--- src/rtl/updown_pkg.sv ---
// Shared definitions for the up/down counter and its sweep controller.
package updown_pkg;

  localparam int CNT_WIDTH = 4;

  typedef enum logic [1:0] {
    IDLE = 2'd0,
    UP   = 2'd1,
    DOWN = 2'd2
  } sweep_state_t;

endpackage

--- src/rtl/updown_sweep_ctrl.sv ---
// Steers an up/down counter back and forth between captured bounds for a
// programmed number of sweeps, then parks it at 0 by holding its reset.
module updown_sweep_ctrl
  import updown_pkg::*;
#(
  parameter int WIDTH = CNT_WIDTH,
  parameter int SW_W  = 8
) (
  input  logic             clk,
  input  logic             rst,
  input  logic             start,
  input  logic             abort,
  input  logic [WIDTH-1:0] lo,
  input  logic [WIDTH-1:0] hi,
  input  logic [SW_W-1:0]  n_sweeps,
  input  logic [WIDTH-1:0] cnt_in,
  output logic             cnt_rst,
  output logic             cnt_up_down,
  output logic             busy,
  output logic             done,
  output logic             err,
  output logic [SW_W-1:0]  sweeps_done
);

  sweep_state_t     state_reg, state_next;
  logic [WIDTH-1:0] lo_q, hi_q;
  logic [SW_W-1:0]  n_q;
  logic [SW_W-1:0]  sweeps_done_reg, sweeps_done_next;
  logic [SW_W-1:0]  sweeps_inc;
  logic             done_reg, done_next;
  logic             err_reg, err_next;
  logic             capture;

  assign sweeps_inc  = sweeps_done_reg + {{(SW_W-1){1'b0}}, 1'b1};
  assign done        = done_reg;
  assign err         = err_reg;
  assign sweeps_done = sweeps_done_reg;

  always_comb begin
    state_next       = state_reg;
    sweeps_done_next = sweeps_done_reg;
    done_next        = 1'b0;
    err_next         = 1'b0;
    capture          = 1'b0;
    cnt_rst          = 1'b1;
    cnt_up_down      = 1'b1;
    busy             = 1'b0;

    unique case (state_reg)
      IDLE: begin
        // abort beats a simultaneous start; the start is simply dropped
        if (start && !abort) begin
          if ((lo < hi) && (n_sweeps != '0)) begin
            capture          = 1'b1;
            sweeps_done_next = '0;
            state_next       = UP;
          end else begin
            err_next = 1'b1;
          end
        end
      end

      UP: begin
        busy        = 1'b1;
        cnt_rst     = 1'b0;
        cnt_up_down = (cnt_in != hi_q);
        if (abort) begin
          state_next = IDLE;
        end else if (cnt_in == hi_q) begin
          state_next = DOWN;
        end
      end

      DOWN: begin
        busy    = 1'b1;
        cnt_rst = 1'b0;
        if (cnt_in == lo_q) begin
          // final turn-around resets the counter directly instead of reversing
          if (sweeps_inc == n_q) begin
            cnt_rst = 1'b1;
          end
          cnt_up_down = 1'b1;
          if (abort) begin
            state_next = IDLE;
          end else begin
            sweeps_done_next = sweeps_inc;
            if (sweeps_inc == n_q) begin
              done_next  = 1'b1;
              state_next = IDLE;
            end else begin
              state_next = UP;
            end
          end
        end else begin
          cnt_up_down = 1'b0;
          if (abort) begin
            state_next = IDLE;
          end
        end
      end

      default: begin
        state_next = IDLE;
      end
    endcase
  end

  always_ff @(posedge clk) begin
    if (rst) begin
      state_reg       <= IDLE;
      lo_q            <= '0;
      hi_q            <= '0;
      n_q             <= '0;
      sweeps_done_reg <= '0;
      done_reg        <= 1'b0;
      err_reg         <= 1'b0;
    end else begin
      state_reg       <= state_next;
      sweeps_done_reg <= sweeps_done_next;
      done_reg        <= done_next;
      err_reg         <= err_next;
      if (capture) begin
        lo_q <= lo;
        hi_q <= hi;
        n_q  <= n_sweeps;
      end
    end
  end

endmodule

--- config.mk ---
export PLATFORM = sky130hd
export DESIGN_NAME = updown_sweep_ctrl
export DESIGN_NICKNAME = d
export VERILOG_FILES = /design/src/rtl/updown_pkg.sv /design/src/rtl/updown_sweep_ctrl.sv
export SDC_FILE = /design/constraint.sdc
export NUM_CORES = 1
export LEC_CHECK = 0
export CAP_MARGIN = 20
export CORE_ASPECT_RATIO = 0.8
export CORE_MARGIN = 3
export CORE_UTILIZATION = 35
export DETAILED_ROUTE_END_ITERATION = 8
export HOLD_SLACK_MARGIN = 0.12
export PLACE_DENSITY = 0.66
export SYNTH_ARGS = -nofsm -noshare
export SYNTH_HDL_FRONTEND = slang
export SYNTH_SLANG_ARGS = --single-unit
--- constraint.sdc ---
create_clock -name clk -period 2.15 [get_ports clk]
set_input_delay 0.5375 -clock clk [delete_from_list [all_inputs] [get_ports clk]]
set_output_delay 0.5375 -clock clk [all_outputs]
set_load 0.1 [all_outputs]
==> impl_metrics.env <==
export IMPL_outcome="complete, but fails checks"
export IMPL_failed_checks="negative setup slack"
export IMPL_cts_root_buf="sky130_fd_sc_hd__clkbuf_8"
export IMPL_drt_pass1_iterations=4
export IMPL_timing_hold_worst_class="reg -> reg"
export IMPL_io_pin_count=37
export IMPL_critPathRequiredTime_ns=1.61
export IMPL_portBuffers=36
export IMPL_hold_viol=0
export IMPL_tritoncts="done"
export IMPL_utilization_pct=63.2
export IMPL_ys_ff_latch=28
export IMPL_routedWlPerCell_um=15.0
export IMPL_worst_skew_pair_late_latency_ns=0.28
export IMPL_ys_top_cells_by_area="sky130_fd_sc_hd__dfxtp_1, sky130_fd_sc_hd__mux2i_1, sky130_fd_sc_hd__ha_1, sky130_fd_sc_hd__xor2_1, sky130_fd_sc_hd__nor2_1"
export IMPL_fin_worst_hold_slack_ns=0.512
export IMPL_timing_final_max_slew_violations=0
export IMPL_worstPathArrival_ns=1.96
export IMPL_synth_yosys_seq_area_share_pct=33.4
export IMPL_first_pass_grt_wire_length_mm=7.12
export IMPL_detailed_place_hpwl_mm=3.27
export IMPL_vias_per_cell=5.07
export IMPL_maxCapViolCount=0
export IMPL_critical_path_class="in -> out"
export IMPL_postSynthCellCount=188
export IMPL_rsz0062_at_grt="yes"
export IMPL_synthesis_area_mm2=0.00168
export IMPL_via_count=1588
export IMPL_synth_cell_types=42
export IMPL_gpl_final_weighted_congestion=0.800
export IMPL_synth_most_common_cell="sky130_fd_sc_hd__dfxtp_1"
export IMPL_synth_cells_most_frequent="sky130_fd_sc_hd__dfxtp_1, sky130_fd_sc_hd__nor2_1, sky130_fd_sc_hd__a21oi_1, sky130_fd_sc_hd__inv_1, sky130_fd_sc_hd__mux2i_1"
export IMPL_async_flop_share_pct=0
export IMPL_cts_num_sinks=28
export IMPL_cts_buffers_inserted=3
export IMPL_synth_avg_cell_area_um2=8.92
export IMPL_edff_count_synth=0
export IMPL_cp_start_kind="input port"
export IMPL_synthDominantAreaCellType="sky130_fd_sc_hd__dfxtp_1"
export IMPL_cts_hold_repair_buffers=0
export IMPL_htree_levels=1
export IMPL_flow_area_growth_from_synthesis_pct=65.3
export IMPL_postRouteWirelength_mm=4.71
export IMPL_setup_tns_final_ns=-0.396
export IMPL_floorplan_initialDensity_pct=38.2
export IMPL_layout_filler_cells=359
export IMPL_synthDominantCellAreaShare_pct=33.4
export IMPL_endpoint_kind="primary output"
export IMPL_final_setup_viol_count=2
export IMPL_final_nets=289
export IMPL_final_period_utilization_pct=116
export IMPL_drive_above_1_share_pct=45.7
export IMPL_grt_busiest_layer="met2"
export IMPL_groute_usage_overall_pct=15.6
export IMPL_timing_final_ws_setup_ns=-0.343
export IMPL_clock_pin_slew_worst_setup_and_hold_paths_ns=0.09
export IMPL_design_die_area_mm2=0.00567
export IMPL_gr_usage_met1_pct=19.8
export IMPL_n_antenna_cell=0
export IMPL_final_antenna_net_count=0
export IMPL_cellLeakagePower_nw=1.14
export IMPL_synth_flop_cell="sky130_fd_sc_hd__dfxtp_1"
export IMPL_ys_warn_count=0
export IMPL_ir_worst_vdd_mv=0.410
export IMPL_antenna_violations_before_repair=0
export IMPL_max_slew_margin_rel_pct=75.7
export IMPL_clock_skew_ns=0.00651
export IMPL_cts_max_path_buffers=2
export IMPL_drt_iter0_markers=91
export IMPL_num_rows=21
export IMPL_die_width_um=83.4
export IMPL_number_of_nets_in_the_synthesized_netlist=220
export IMPL_die_h_um=67.9
export IMPL_number_of_global_route_vias_before_repair=1531
export IMPL_period_needed_ns=2.49
export IMPL_area_of_the_core_mm2=0.00439
export IMPL_grt_overflow_total=0
export IMPL_grt_max_degree=36
export IMPL_met2_usage_pct=27.8
export IMPL_max_freq_ghz=0.401
export IMPL_grt_use_met3_pct=3.01
export IMPL_power_density_mw_per_mm2=586
export IMPL_drc_violations_left=0
export IMPL_critical_path_peak_fanout=3
export IMPL_max_slew_worst_pin_slew_ns=0.363
==> what timing repair did <==
action                                  in CTS  in global routing
cloned                                       0                  0
resized for setup                           41                 42
buffers inserted                             1                  2
pin swaps                                   13                 15
endpoints found under the setup margin      27                 26
==> worst paths after layout <==
kind,startpoint,endpoint,slack (ns),cells after the start
max,cnt_in[1],cnt_rst,-0.34,7
min,sweeps_done[7]$_SDFFE_PP0P_,sweeps_done[7]$_SDFFE_PP0P_,0.51,2
max reg2reg,sweeps_done[1]$_SDFFE_PP0P_,state_reg[0]$_SDFFE_PP0P_,0.29,9
min reg2reg,sweeps_done[7]$_SDFFE_PP0P_,sweeps_done[7]$_SDFFE_PP0P_,0.51,2
==> stage by stage <==
stage	setup WS, ns	power, mW	std cells	area [um^2]
floorplan	-0.144	0.999	188	1760
global placement	-0.757	1.25	306	2400
detailed placement	-0.818	1.26	306	2400
CTS	-0.426	1.58	311	2550
global route	-0.392	1.70	313	2770
finish	-0.343	1.63	313	2770
==> worst max-delay path: stages <==
cell                       delay (ns)
sky130_fd_sc_hd__buf_8           0.10
sky130_fd_sc_hd__xor2_2          0.17
sky130_fd_sc_hd__nor4_2          0.31
sky130_fd_sc_hd__nand2_2         0.15
sky130_fd_sc_hd__nor4_4          0.32
sky130_fd_sc_hd__o21bai_4        0.18
sky130_fd_sc_hd__buf_12          0.19
==> cells in the final DEF (no fill, tap or decap), types with 5 or more instances in the layout <==
| cell | synthesis | final |
|---|---|---|
| sky130_fd_sc_hd__a21oi_1 | 14 | 11 |
| sky130_fd_sc_hd__buf_4 | 1 | 38 |
| sky130_fd_sc_hd__buf_6 | 2 | 8 |
| sky130_fd_sc_hd__clkdlybuf4s50_1 | 0 | 16 |
| sky130_fd_sc_hd__dfxtp_1 | 28 | 17 |
| sky130_fd_sc_hd__dfxtp_2 | 0 | 5 |
| sky130_fd_sc_hd__dfxtp_4 | 0 | 6 |
| sky130_fd_sc_hd__inv_1 | 14 | 12 |
| sky130_fd_sc_hd__mux2i_1 | 14 | 14 |
| sky130_fd_sc_hd__nor2_1 | 24 | 23 |
| sky130_fd_sc_hd__or3_1 | 6 | 6 |
| sky130_fd_sc_hd__xnor2_1 | 8 | 6 |
| sky130_fd_sc_hd__xor2_2 | 0 | 6 |
==> routing by layer <==
metal  wire, um  vias to the layer above
li1           -                      799
met3        162                        4
met4         53                        0
met1       2090                      755
met2       2400                       30
met5          0                        -
==> power breakdown <==
group	leakage, nW	total (mW)	internal, mW	switching (mW)
combinational	0.884	0.760	0.330	0.430
sequential	0.234	0.567	0.540	0.0274
clock	0.0231	0.298	0.128	0.170
total	1.14	1.63	0.998	0.627
==> layout make-up <==
| cell class | instances | area [um^2] | area share (%) |
|---|---|---|---|
| inverters | 14 | 52.6 | 1.89 |
| clock inverters | 1 | 3.75 | 0.135 |
| multi-input cells | 139 | 1340 | 48.3 |
| well taps | 57 | 71.3 | 2.57 |
| clock buffers | 3 | 41.3 | 1.49 |
| flip-flops and latches | 28 | 589 | 21.2 |
| repair buffers | 71 | 676 | 24.4 |
==> cell families (layout without fill, tap and decap cells) <==
| family | Yosys count | in the layout | share of synthesized area [%] |
|---|---|---|---|
| muxes | 14 | 14 | 8.35 |
| AOI/OAI and AO/OA | 40 | 40 | 18.6 |
| buffers and inverters | 21 | 89 | 6.19 |
| xor gates and xnor gates | 19 | 19 | 9.92 |
| adders and majority gates | 8 | 8 | 5.97 |
| DFF | 28 | 28 | 33.4 |
| and+or+nand+nor | 58 | 58 | 17.5 |
No activity file was read; power rests on OpenSTA's default activity.
